==> src/rtl/alu_operand_loader.sv <==
// Operand/opcode front-end for the 4-bit lab ALU: captures A, B and opcode from a shared switch bus.
// Optional button debounce is enabled by defining ALU_LOADER_DEBOUNCE_EN.
module alu_operand_loader #(
    parameter int WIDTH           = 4,
    parameter int OPW             = 4,
    parameter int DEBOUNCE_CYCLES = 250000
) (
    input  logic             clk,
    input  logic             rst,
    input  logic [WIDTH-1:0] sw,
    input  logic             btn_load,
    input  logic             btn_clear,
    output logic [WIDTH-1:0] a_out,
    output logic [WIDTH-1:0] b_out,
    output logic [OPW-1:0]   op_out,
    output logic             valid,
    output logic             op_illegal,
    output logic             div_zero,
    output logic [1:0]       state_o
);

    typedef enum logic [1:0] {
        LOAD_A  = 2'b00,
        LOAD_B  = 2'b01,
        LOAD_OP = 2'b10,
        READY   = 2'b11
    } state_t;

    if (DEBOUNCE_CYCLES < 2) begin : g_debounce_range_check
        $error("DEBOUNCE_CYCLES must be at least 2");
    end

    state_t           r_state;
    state_t           w_state_next;
    logic [WIDTH-1:0] r_a, w_a_next;
    logic [WIDTH-1:0] r_b, w_b_next;
    logic [OPW-1:0]   r_op, w_op_next;
    logic             r_valid;
    logic [1:0]       r_load_sync;
    logic [1:0]       r_clear_sync;
    logic             w_load_lvl;
    logic             w_clear_lvl;
    logic             w_load_p;
    logic             w_clear_p;

    // NOTE: sequential state uses non-blocking assignments so every flop samples pre-edge values.
    always_ff @(posedge clk) begin
        if (rst) begin
            r_load_sync  <= '0;
            r_clear_sync <= '0;
        end else begin
            r_load_sync  <= {r_load_sync[0], btn_load};
            r_clear_sync <= {r_clear_sync[0], btn_clear};
        end
    end

    assign w_load_lvl  = r_load_sync[1];
    assign w_clear_lvl = r_clear_sync[1];

`ifdef ALU_LOADER_DEBOUNCE_EN
    localparam int CW = $clog2(DEBOUNCE_CYCLES + 1);

    logic [CW-1:0] r_load_cnt;
    logic [CW-1:0] r_clear_cnt;

    // Counters saturate at DEBOUNCE_CYCLES so a held button fires only once.
    always_ff @(posedge clk) begin
        if (rst || !w_load_lvl) begin
            r_load_cnt <= '0;
        end else if (r_load_cnt != CW'(DEBOUNCE_CYCLES)) begin
            r_load_cnt <= r_load_cnt + CW'(1);
        end
        if (rst || !w_clear_lvl) begin
            r_clear_cnt <= '0;
        end else if (r_clear_cnt != CW'(DEBOUNCE_CYCLES)) begin
            r_clear_cnt <= r_clear_cnt + CW'(1);
        end
    end

    assign w_load_p  = w_load_lvl  && (r_load_cnt  == CW'(DEBOUNCE_CYCLES - 1));
    assign w_clear_p = w_clear_lvl && (r_clear_cnt == CW'(DEBOUNCE_CYCLES - 1));
`else
    logic r_load_prev;
    logic r_clear_prev;

    always_ff @(posedge clk) begin
        if (rst) begin
            r_load_prev  <= 1'b0;
            r_clear_prev <= 1'b0;
        end else begin
            r_load_prev  <= w_load_lvl;
            r_clear_prev <= w_clear_lvl;
        end
    end

    assign w_load_p  = w_load_lvl  && !r_load_prev;
    assign w_clear_p = w_clear_lvl && !r_clear_prev;
`endif

    // NOTE: every always_comb output gets a default first, so no path can infer a latch.
    always_comb begin
        w_state_next = r_state;
        w_a_next     = r_a;
        w_b_next     = r_b;
        w_op_next    = r_op;
        if (w_clear_p) begin
            w_state_next = LOAD_A;
            w_a_next     = '0;
            w_b_next     = '0;
            w_op_next    = '0;
        end else if (w_load_p) begin
            case (r_state)
                LOAD_A: begin
                    w_a_next     = sw;
                    w_state_next = LOAD_B;
                end
                LOAD_B: begin
                    w_b_next     = sw;
                    w_state_next = LOAD_OP;
                end
                LOAD_OP: begin
                    w_op_next    = sw[OPW-1:0];
                    w_state_next = READY;
                end
                READY: begin
                    // A press in READY begins the next operation with a fresh A.
                    w_a_next     = sw;
                    w_b_next     = '0;
                    w_op_next    = '0;
                    w_state_next = LOAD_B;
                end
                default: w_state_next = LOAD_A;
            endcase
        end
    end

    always_ff @(posedge clk) begin
        if (rst) begin
            r_state <= LOAD_A;
            r_a     <= '0;
            r_b     <= '0;
            r_op    <= '0;
            r_valid <= 1'b0;
        end else begin
            r_state <= w_state_next;
            r_a     <= w_a_next;
            r_b     <= w_b_next;
            r_op    <= w_op_next;
            r_valid <= (w_state_next == READY);
        end
    end

    assign a_out      = r_a;
    assign b_out      = r_b;
    assign op_out     = r_op;
    assign valid      = r_valid;
    assign state_o    = r_state;
    assign op_illegal = !((r_op <= OPW'(5)) || ((r_op >= OPW'(8)) && (r_op <= OPW'(10))));
    assign div_zero   = (r_state == READY) && (r_op == OPW'(3)) && (r_b == '0);

endmodule

==> config.mk <==
export PLATFORM = sky130hd
export DESIGN_NAME = alu_operand_loader
export DESIGN_NICKNAME = d
export VERILOG_FILES = /design/src/rtl/alu_operand_loader.sv
export SDC_FILE = /design/constraint.sdc
export NUM_CORES = 1
export LEC_CHECK = 0
export ABC_CLOCK_PERIOD_IN_PS = 3220
export CORE_MARGIN = 2
export CORE_UTILIZATION = 48
export DETAILED_ROUTE_END_ITERATION = 10
export GPL_TIMING_DRIVEN = 1
export PLACE_DENSITY = 0.9
export SKIP_LAST_GASP = 1
export SLEW_MARGIN = 20
export SYNTH_ARGS = -nofsm -noshare
export SYNTH_HDL_FRONTEND = slang
export SYNTH_SLANG_ARGS = --single-unit
==> constraint.sdc <==
create_clock -name clk -period 3.22 [get_ports clk]
set_input_delay 0.483 -clock clk [delete_from_list [all_inputs] [get_ports clk]]
set_output_delay 0.483 -clock clk [all_outputs]
set_load 0.005 [all_outputs]
* Yosys cells after proc, flatten, opt, wreduce, memory -nomap -nowiden
Index checks and enable logic that the tools add are counted.
Widths: inputs -> output; s select.
** Storage, ports and cells
- Register bits :: 21
- Latch bits :: 0
- Bits in writable memories :: 0
- Memory bits (read-only) :: 0
- Input bits :: 8
- Logic and storage cells :: 40
- Memories kept :: 0
** Operators by class
- Add/sub/neg operators :: 0
- $mul :: 0
- Divide/modulo/power cells :: 0
- Magnitude comparators :: 3
- Eq/ne operators :: 5
- Shift-type cells :: 0
- Multiplexer cells :: 5
- Bitwise gates (word level) :: 0
- Reductions and logical operators :: 18
** Operator list (count)
- $pmux 4 s2 :: 2
- $eq 2x2->1 const B :: 3
- $pmux 2 s3 :: 1
- $reduce_and 2->1 :: 3
- $logic_and 1x1->1 :: 5
- $eq 4x2->1 const B :: 1
- $ge 4x4->1 const B :: 1
- $le 4x3->1 const B :: 1
- $le 4x4->1 const B :: 1
- $logic_not 4->1 :: 1
- $mux 2 :: 2
- $reduce_bool 2->1 :: 2
- $reduce_or 2->1 :: 2
- $logic_not 1->1 :: 3
- $eq 2x1->1 const B :: 1
- $logic_not 2->1 :: 1
- $logic_or 1x1->1 :: 1

* Logic depth before layout (Yosys ltp)
Gate-level depths: netlist of the first run.
- Depth after elaboration :: 6
- Mapped depth :: 5
- Depth with buffers taken out :: 5

* Worst setup path before layout of the first run
OpenSTA, ideal clock, no wires.
- Path type :: register to output
- From :: reg r_state[0] (netlist: state_o[0])
- To :: out div_zero
- Arrival :: 0.891 ns
- Slack :: 1.846 ns
- Cell stages (with the launch flop) :: 4
- Path buffers :: 0
- Cells stage by stage :: dfxtp_1 ha_1 nand3b_1 nor3_1
** Between the ends
- Word-level cells in the longest chain between the ends :: 3
** RTL lines
- start: declaration :: line 33 : state_t r_state;
- start signal: assignment :: line 145 : r_state <= w_state_next;
- $eq 2x2->1 :: line 159 : assign div_zero = (r_state == READY) && (r_op == OPW'(3)) && (r_b == '0);
- $logic_and 1x1->1 (2 in a row) :: line 159
- end: declaration :: line 18 : output logic div_zero,
No other way between the ends.

* Worst setup path in the final report of the first run
Same ends and word-level chain as after synthesis.

==> results of run 1 <==
[per-stage QoR]
| step | hold WS (ns) | std cells |
|---|---|---|
| after floorplan | 0.414 | 88 |
| after global placement | 0.424 | 134 |
| after detailed placement | 0.440 | 134 |
| after CTS | 0.464 | 138 |
| after global routing | 0.486 | 138 |
| final | 0.460 | 138 |
[kinds of logic (layout without fill, tap and decap cells)]
group | Yosys count | after routing
AND/OR/NAND/NOR | 39 | 39
flip-flops | 21 | 21
AO/OA/AOI/OAI | 20 | 20
buffers and inverters | 5 | 30
adder cells (fa/ha/maj) | 3 | 3
[worst register-to-register path, delay by kind of cell (launching register included)]
kind            cells  cell delay [ns]
compound gates      2             0.49
flops               1             0.37
simple gates        1             0.28
fa+ha+maj           1             0.27
[power breakdown]
part	internal, uW	switching, uW	leakage [uW]	total, uW
registers	266	4.80	0.000171	271
clock network	48.3	73.9	0.0000150	122
logic	23.4	22.4	0.000210	45.8
total	338	101	0.000395	439
[placed cells by master (no fill, tap or decap), drive strengths merged, types with 4 or more instances in the layout]
cell,count
clkdlybuf4s50,24
o21ai,4
nand3,4
dfxtp,21
nor2,5
nor2b,8
nand2,9
a32o,4
clkbuf,4
a21oi,8
[sequential cells by signal (all words and copies together), names as in the netlist, 2 cells and up]
signal	count
op_out	4
r_clear_sync	2
b_out	4
state_o	2
r_load_sync	2
a_out	4
[layout make-up]
cell class / instances / share of cell area (%)
sequential: 21 / 37.0
multi-input combinational: 62 / 36.1
timing repair buffer: 24 / 21.2
tap: 25 / 2.76
clock buffer: 4 / 2.32
inverter: 2 / 0.662
[worst paths after layout]
check / from / to / slack (ns) / cells after the start
min: r_clear_sync[0]$_SDFF_PP0_ / r_clear_sync[1]$_SDFF_PP0_ / 0.46 / 1
min reg2reg: r_clear_sync[0]$_SDFF_PP0_ / r_clear_sync[1]$_SDFF_PP0_ / 0.46 / 1
max: state_o[0]$_SDFF_PP0_ / div_zero / 0.92 / 4
max reg2reg: state_o[0]$_SDFF_PP0_ / b_out[2]$_SDFFE_PP0P_ / 1.75 / 4
[metal layers]
layer	wire length (um)	vias up	share of wire, %
li1	-	362	-
met1	757	354	42
met2	909	29	50
met3	102	7	5.6
met4	54	0	3.0
met5	0	-	0
==> impl_metrics.csv, run 1 <==
group,metric,value,unit
outcome,outcome,"completed",
floorplanning,dieArea,2140,um^2
sta,layout_min_cycle_time,2.30,ns
synthesis,synth.area.top_cells,"dfxtp_1 49%, nor2b_1 5.1%, a21oi_1 4.7%",
global_routing,antenna_found_initial,0,
routing,wl_per_cell,13.2,um
worst_setup_path,end_kind,"primary output",
synthesis,ys_ff_latch,21,
clock_network,cts_root_buf,"clkbuf_4",
global_routing,grt_pass1_wl,2.82,mm
synthesis,synth_cells,88,
sta,tightest_slew,0.409,ns
floorplanning,io-pin-count,25,
sta,max_clock_freq,0.435,GHz
global_routing,grt_max_degree,12,
worst_setup_path,critPathSlowestCell,"clkdlybuf4s50_1",
sta,clock_skew,0.000864,ns
layout,drive_gt1_share,7.08,%
power_and_ir_drop,p_total,439,uW
synthesis,async_reset_ff_share,0,%
synthesis,synth-xor-area-share,0,%
synthesis,synth-main-ff-cell,"dfxtp_1",
clock_network,cts_tree,"done",
synthesis,synth_top_area_share,49.0,%
clock_network,clockBufferDepth,2,
sta,setup_tns,0,ns
synthesis,ys_seq_area_share,49.0,%
routing,dr.first_iter.drc_count,15,
clock_network,cts_buffers,3,
placed_design,port_buffers,24,
placed_design,place_ws,1.27,ns
synthesis,ys_top_cells_by_count,"21 x dfxtp_1, 9 x nand2_1, 8 x a21oi_1",
layout,design_area,1130,um^2
clock_network,clkTransAtPathRegs,0.10,ns
floorplanning,rows,15,
routing,ant_nets,0,
power_and_ir_drop,p_per_area,387,nW/um^2
global_routing,grt_use_met1,20.7,%
flow_run,drv_cap,0,
synthesis,synth_fp_nets,99,
floorplanning,die_w,46.3,um
power_and_ir_drop,peakVddDrop,0.000314,V
synthesis,yosysMostFrequentCell,"dfxtp_1",
sta,hold_violations,0,
routing,firstDrtPassIters,4,
clock_network,h-tree-depth,1,
synthesis,syn_avg_cell_area,9.75,um^2
worst_setup_path,startpoint_type,"register",
layout,n_antenna_cell,0,
synthesis,muxShareOfSynthArea,0,%
global_routing,gr-max-usage-layer,"met2",
global_routing,overflow,0,
floorplanning,start_util,50.3,%
sta,setup_violations,0,
worst_setup_path,crit_chain,"ha_1 > nand3b_1 > nor3_1 > clkdlybuf4s50_1",
routing,num_vias,752,
synthesis,yosys.area_share.simple,26.5,%
clock_network,hold_buffers,0,
layout,nNetsFinal,125,
global_routing,first_global_vias,684,
global_routing,met3_usage,3.14,%
clock_network,clkLatencyLatePin,0.30,ns
worst_setup_path,path_max_fanout,5,
floorplanning,core-area,1710,um^2
synthesis,synth_compound_area_share,16.8,%
sta,rsz0062_at_grt,"false",
routing,drc,0,
synthesis,ys_types,25,
worst_setup_path,cpLargestDelayFamily,"buffers and inverters",
sta,slew_viol_final,0,
synthesis,netlist_area,858,um^2
clock_network,clock_sinks,21,
placed_design,hpwl,1.39,mm
synthesis,synthAdderAreaFrac,4.37,%
clock_network,post_cts_buffers,0,
layout,area_growth,32.2,%
synthesis,ys_warn_count,0,
routing,routed_wl,1.82,mm
layout,ff_latch_area,420,um^2
floorplanning,die_h,46.3,um
routing,vias_per_cell,5.45,
layout,multiInputGateArea,409,um^2
synthesis,synth_edf_count,0,
synthesis,synth_top_family_by_area,"simple AND/OR/NAND/NOR gates",
layout,finish.utilization,66.4,%
sta,finalWorstSetupSlack,0.920,ns
global_routing,grt_usage,19.2,%
placed_design,place_congestion,0.825,
sta,period_share,71.4,%
sta,max_slew_margin,72.8,%
placed_design,dpl-instance-area,1110,um^2
worst_setup_path,required,2.74,ns
synthesis,yosysTopAreaCell,"dfxtp_1",
worst_setup_path,critPathArrivalTime,1.82,ns
global_routing,grt_util_met2,33.3,%
worst_setup_path,critPathMaxStageDelay,0.53,ns
layout,fill_cells,144,
min_path,worstHoldPathType,"reg2reg",
worst_setup_path,crit_buf_inv,1,
power_and_ir_drop,p_leak,0.000395,uW
clock_network,ctsResizeCount,0,
worst_setup_path,crit_type,"reg2out",
Power figures use the tool's default switching activity.
==> run 2: changes to the inputs <==
--- a/config.mk
+++ b/config.mk
@@ -5,12 +5,12 @@
 export SDC_FILE = /design/constraint.sdc
 export NUM_CORES = 1
 export LEC_CHECK = 0
-export ABC_CLOCK_PERIOD_IN_PS = 3220
+export ABC_CLOCK_PERIOD_IN_PS = 2029
 export CORE_MARGIN = 2
-export CORE_UTILIZATION = 48
+export CORE_UTILIZATION = 40
 export DETAILED_ROUTE_END_ITERATION = 10
 export GPL_TIMING_DRIVEN = 1
-export PLACE_DENSITY = 0.9
+export PLACE_DENSITY = 0.81
 export SKIP_LAST_GASP = 1
 export SLEW_MARGIN = 20
 export SYNTH_ARGS = -nofsm -noshare
==> constraint.sdc (replaced) <==
create_clock -name clk -period 2.03 [get_ports clk]
set_input_delay 0.3045 -clock clk [delete_from_list [all_inputs] [get_ports clk]]
set_output_delay 0.3045 -clock clk [all_outputs]
set_load 0.005 [all_outputs]
==> run 2 against run 1 <==
  * Clock skew up 0.0073 ns
  * First-iteration DRC count down 27%
  * Routed wire length down 8.2%
  * Hold slack worse by 0.016 ns
  * Global-route usage down 5.0 points
  * Core utilization down 8.8 points
  * Non-clock buffer count up 1
  * Clock power up 57%
  * Register-to-register slack worse by 1.2 ns
  * Count of clock-buffer cells in the layout unchanged
==> impl_metrics.csv, run 2 (synthesis results as in run 1) <==
group,metric,value,unit
outcome,outcome,"completed",
floorplanning,rows,16,
sta,finalWorstSetupSlack,0.191,ns
placed_design,post-place-cells,137,
layout,nNetsFinal,126,
sta,max_clock_freq,0.544,GHz
placed_design,dpl-instance-area,1120,um^2
power_and_ir_drop,p_leak,0.000405,uW
layout,layout_common_cells,"23 x clkdlybuf4s50_1, 19 x dfxtp_1, 9 x nand2_1, 8 x a21oi_1, 7 x nor2b_1",
clock_network,h-tree-depth,1,
layout,ff_latch_area,423,um^2
routing,num_vias,706,
layout,n_antenna_cell,0,
clock_network,clkTransAtPathRegs,0.11,ns
layout,layout_commonest_cell,"clkdlybuf4s50_1",
clock_network,cts_tree,"done",
layout,multiInputGateArea,418,um^2
sta,max_slew_margin,72.5,%
floorplanning,io-pin-count,25,
global_routing,grt_pass1_wl,2.71,mm
worst_setup_path,crit_chain,"nor4_2 > nand3b_1 > nor3_1 > dlygate4sd2_1",
layout,area_growth,34.5,%
routing,vias_per_cell,5.01,
global_routing,overflow,0,
worst_setup_path,end_kind,"primary output",
routing,wl_per_cell,11.9,um
worst_setup_path,critPathArrivalTime,1.53,ns
global_routing,first_global_vias,652,
worst_setup_path,critPathMaxStageDelay,0.36,ns
layout,design_area,1150,um^2
sta,period_share,90.6,%
routing,dr.first_iter.drc_count,11,
clock_network,cts_buffers,3,
clock_network,post_cts_buffers,0,
sta,hold_violations,0,
power_and_ir_drop,p_per_area,600,nW/um^2
placed_design,place_congestion,0.797,
placed_design,hpwl,1.27,mm
placed_design,place_ws,0.273,ns
global_routing,antenna_found_initial,0,
worst_setup_path,critPathSlowestCell,"dfxtp_2",
sta,setup_tns,0,ns
sta,setup_violations,0,
sta,slew_viol_final,0,
worst_setup_path,startpoint_type,"register",
routing,firstDrtPassIters,5,
sta,clock_skew,0.00821,ns
clock_network,clockBufferDepth,2,
worst_setup_path,path_max_fanout,5,
clock_network,clkLatencyLatePin,0.30,ns
floorplanning,start_util,42.9,%
global_routing,grt_usage,14.1,%
global_routing,grt_max_degree,12,
power_and_ir_drop,peakVddDrop,0.000465,V
floorplanning,die_w,50.3,um
layout,fill_cells,190,
routing,drc,0,
placed_design,port_buffers,24,
sta,tightest_slew,0.413,ns
clock_network,cts_root_buf,"clkbuf_4",
layout,stdcell_count,141,
min_path,worstHoldPathType,"reg2reg",
sta,layout_min_cycle_time,1.84,ns
flow_run,drv_cap,0,
worst_setup_path,required,1.73,ns
routing,ant_nets,0,
floorplanning,core-area,2000,um^2
clock_network,clock_sinks,21,
floorplanning,dieArea,2530,um^2
routing,routed_wl,1.68,mm
sta,rsz0062_at_grt,"false",
layout,drive_gt1_share,11.4,%
worst_setup_path,crit_type,"reg2out",
floorplanning,die_h,50.3,um
run 2: metal layers:
metal  vias to the layer above  GRT usage (%)  wire length, um
met4                         0           6.76               35
li1                        360              -                -
met2                        33           25.7              775
met3                         5           3.27              119
met1                       308           15.3              745
met5                         -              0                0
run 2: where the power goes:
part	switching (uW)	leakage [uW]	internal (uW)
combinational	34.8	0.000218	38.5
clock	114	0.0000150	76.6
sequential	7.26	0.000172	422
total	156	0.000405	537
run 2: final cells by class:
type,count,share of cell area [%]
multi-input combinational,62,36.2
clock buffer,4,2.28
tap,27,2.93
inverter,2,0.650
timing repair buffer,25,21.3
sequential,21,36.6
run 2: path summary, 6_finish.rpt:
path / start / cells after the start / slack (ns) / to
setup / recovery: op_out[3]$_SDFFE_PP0P_ / 4 / 0.19 / div_zero
hold / removal: r_clear_sync[0]$_SDFF_PP0_ / 1 / 0.44 / r_clear_sync[1]$_SDFF_PP0_
hold reg to reg: r_clear_sync[0]$_SDFF_PP0_ / 1 / 0.44 / r_clear_sync[1]$_SDFF_PP0_
setup reg to reg: state_o[1]$_SDFF_PP0_ / 5 / 0.59 / b_out[0]$_SDFFE_PP0P_
run 2: per-stage QoR:
step           util (%)  total power, uW  hold slack (ns)
6_report           57.7              693            0.444
5_1_grt            57.7              728            0.470
4_1_cts            57.7              705            0.451
3_5_place_dp       55.9              511            0.426
3_3_place_gp       55.9              510            0.418
2_1_floorplan         -              478            0.414
run 2: what timing repair did:
item / 4_1_cts / 5_1_grt
hold buffers: 0 / 0
setup endpoints to repair: 1 / 0
gates resized for setup: 5 / 0
run 2: worst max-delay path, delay by kind of cell, from the launching register on:
kind          cells  cell delay (ns)
buf+inv           1             0.25
simple gates      3             0.62
flops             1             0.36
==> run 3: changes to the inputs <==
--- a/config.mk
+++ b/config.mk
@@ -10,7 +10,7 @@
 export CORE_UTILIZATION = 40
 export DETAILED_ROUTE_END_ITERATION = 10
 export GPL_TIMING_DRIVEN = 1
-export PLACE_DENSITY = 0.81
+export PLACE_DENSITY = 0.79
 export SKIP_LAST_GASP = 1
 export SLEW_MARGIN = 20
 export SYNTH_ARGS = -nofsm -noshare
==> run 3 against run 2 <==
  * Clock skew is 0.0059 ns lower
  * Clock power hardly changed
  * Core utilization stayed put
  * First-iteration DRC count is 150% higher
  * Count of clock-buffer cells in the layout stayed put
  * Via count is 3.3% higher
  * Die area stayed put
  * Total power is 0.39% higher
  * Critical path type unchanged
  * Critical endpoint unchanged
  * Global-route usage is 2.5 points higher
  * Sequential share of layout area stayed put
  * Critical path depth stayed put
  * Routed wire length is 10% higher
==> impl_metrics.csv, run 3 (synthesis results as in run 1) <==
group,metric,value,unit
outcome,outcome,"completed",
worst_setup_path,startpoint,"b_out[0]$_SDFFE_PP0P_",
clock_network,cts_buffers,3,
sta,hold_violations,0,
worst_setup_path,required,1.73,ns
floorplanning,die_w,50.3,um
global_routing,grt_max_degree,12,
worst_setup_path,critPathArrivalTime,1.50,ns
sta,clock_skew,0.00229,ns
layout,area_growth,34.5,%
placed_design,port_buffers,24,
worst_setup_path,rr_endpoint,"b_out[0]$_SDFFE_PP0P_",
layout,n_antenna_cell,0,
worst_setup_path,crit_end,"div_zero",
routing,ant_nets,0,
sta,period_share,88.9,%
clock_network,h-tree-depth,1,
sta,max_slew_margin,73.7,%
floorplanning,dieArea,2530,um^2
routing,firstDrtPassIters,5,
floorplanning,die_h,50.3,um
clock_network,clockBufferDepth,2,
power_and_ir_drop,p_per_area,603,nW/um^2
global_routing,first_global_vias,699,
min_path,worstHoldPathType,"reg2reg",
sta,max_clock_freq,0.554,GHz
routing,dr.first_iter.drc_count,27,
global_routing,grt_pass1_wl,3.13,mm
floorplanning,start_util,42.9,%
floorplanning,rows,16,
placed_design,hpwl,1.37,mm
sta,tightest_slew,0.395,ns
clock_network,post_cts_buffers,0,
floorplanning,io-pin-count,25,
sta,rsz0062_at_grt,"false",
worst_setup_path,r2r_slack,0.67,ns
worst_setup_path,end_kind,"primary output",
sta,slew_viol_final,0,
routing,num_vias,729,
sta,setup_violations,0,
clock_network,clock_sinks,21,
layout,layout_commonest_cell,"clkdlybuf4s50_1",
worst_setup_path,path_max_fanout,3,
placed_design,place_congestion,0.815,
worst_setup_path,rr_worst_depth,5,
clock_network,cts_root_buf,"clkbuf_4",
clock_network,clkLatencyLatePin,0.29,ns
routing,routed_wl,1.85,mm
layout,drive_gt1_share,11.4,%
worst_setup_path,crit_type,"reg2out",
worst_setup_path,startpoint_type,"register",
layout,finish.utilization,57.7,%
power_and_ir_drop,peakVddDrop,0.000329,V
power_and_ir_drop,p_leak,0.000405,uW
sta,layout_min_cycle_time,1.80,ns
routing,wl_per_cell,13.1,um
global_routing,grt_usage,16.6,%
floorplanning,core-area,2000,um^2
layout,nNetsFinal,126,
clock_network,clkTransAtPathRegs,0.11,ns
global_routing,overflow,0,
clock_network,cts_tree,"done",
layout,layout_common_cells,"23 x clkdlybuf4s50_1, 19 x dfxtp_1, 9 x nand2_1, 8 x a21oi_1, 7 x nor2b_1",
routing,vias_per_cell,5.17,
sta,setup_tns,0,ns
global_routing,antenna_found_initial,0,
flow_run,drv_cap,0,
routing,drc,0,
worst_setup_path,r2r_start,"state_o[1]$_SDFF_PP0_",
-- run 3: power breakdown --
group | internal [uW] | switching (uW) | leakage (uW)
clock | 76.4 | 116 | 0.0000150
combinational | 38.5 | 34.8 | 0.000218
sequential | 422 | 7.78 | 0.000171
total | 537 | 159 | 0.000405
-- run 3: worst min path at each step --
| stage | cells past startpoint | start | slack (ns) | end |
|---|---|---|---|---|
| global placement | 1 | r_clear_sync[0]$_SDFF_PP0_ | 0.42 | r_clear_sync[1]$_SDFF_PP0_ |
| CTS | 1 | r_load_sync[0]$_SDFF_PP0_ | 0.46 | r_load_sync[1]$_SDFF_PP0_ |
| floorplan | 1 | r_clear_sync[0]$_SDFF_PP0_ | 0.41 | r_clear_sync[1]$_SDFF_PP0_ |
| global route | 1 | r_load_sync[0]$_SDFF_PP0_ | 0.47 | r_load_sync[1]$_SDFF_PP0_ |
| detailed placement | 1 | r_load_sync[0]$_SDFF_PP0_ | 0.44 | r_load_sync[1]$_SDFF_PP0_ |
| finish | 1 | r_load_sync[0]$_SDFF_PP0_ | 0.46 | r_load_sync[1]$_SDFF_PP0_ |
-- run 3: area by class of cell --
cell class                 instances  area, um^2
fill                             197         847
sequential                        21         423
inverter                           2        7.51
tap                               27        33.8
timing repair buffer              25         246
multi-input combinational         62         418
clock buffer                       4        26.3
-- run 3: repair_timing --
action,in CTS,in global routing
hold buffers,0,0
endpoints found under the setup margin,1,0
resized for setup,5,0
-- run 3: critical path, stage by stage (launching register included) --
cell           delay [ns]
dfxtp_1              0.35
nor4_2               0.31
nand3b_1             0.12
nor3_1               0.17
dlygate4sd2_1        0.25
-- run 3: layer usage --
metal,track usage [%],share of wire [%],vias up
met5,0,0,-
met4,9.46,1.7,0
met3,2.98,6.1,4
met2,28.1,50,33
met1,19.7,42,333
li1,-,-,359
-- run 3: through the flow --
stage          power, uW  cell area (um^2)  instances  hold slack, ns  setup WS, ns
2_1_floorplan        478               858         88           0.414         0.720
3_3_place_gp         510              1120        137           0.416         0.316
3_5_place_dp         512              1120        137           0.436         0.266
4_1_cts              706              1150        141           0.463         0.213
5_1_grt              737              1150        141           0.468        0.0980
6_report             696              1150        141           0.459         0.225
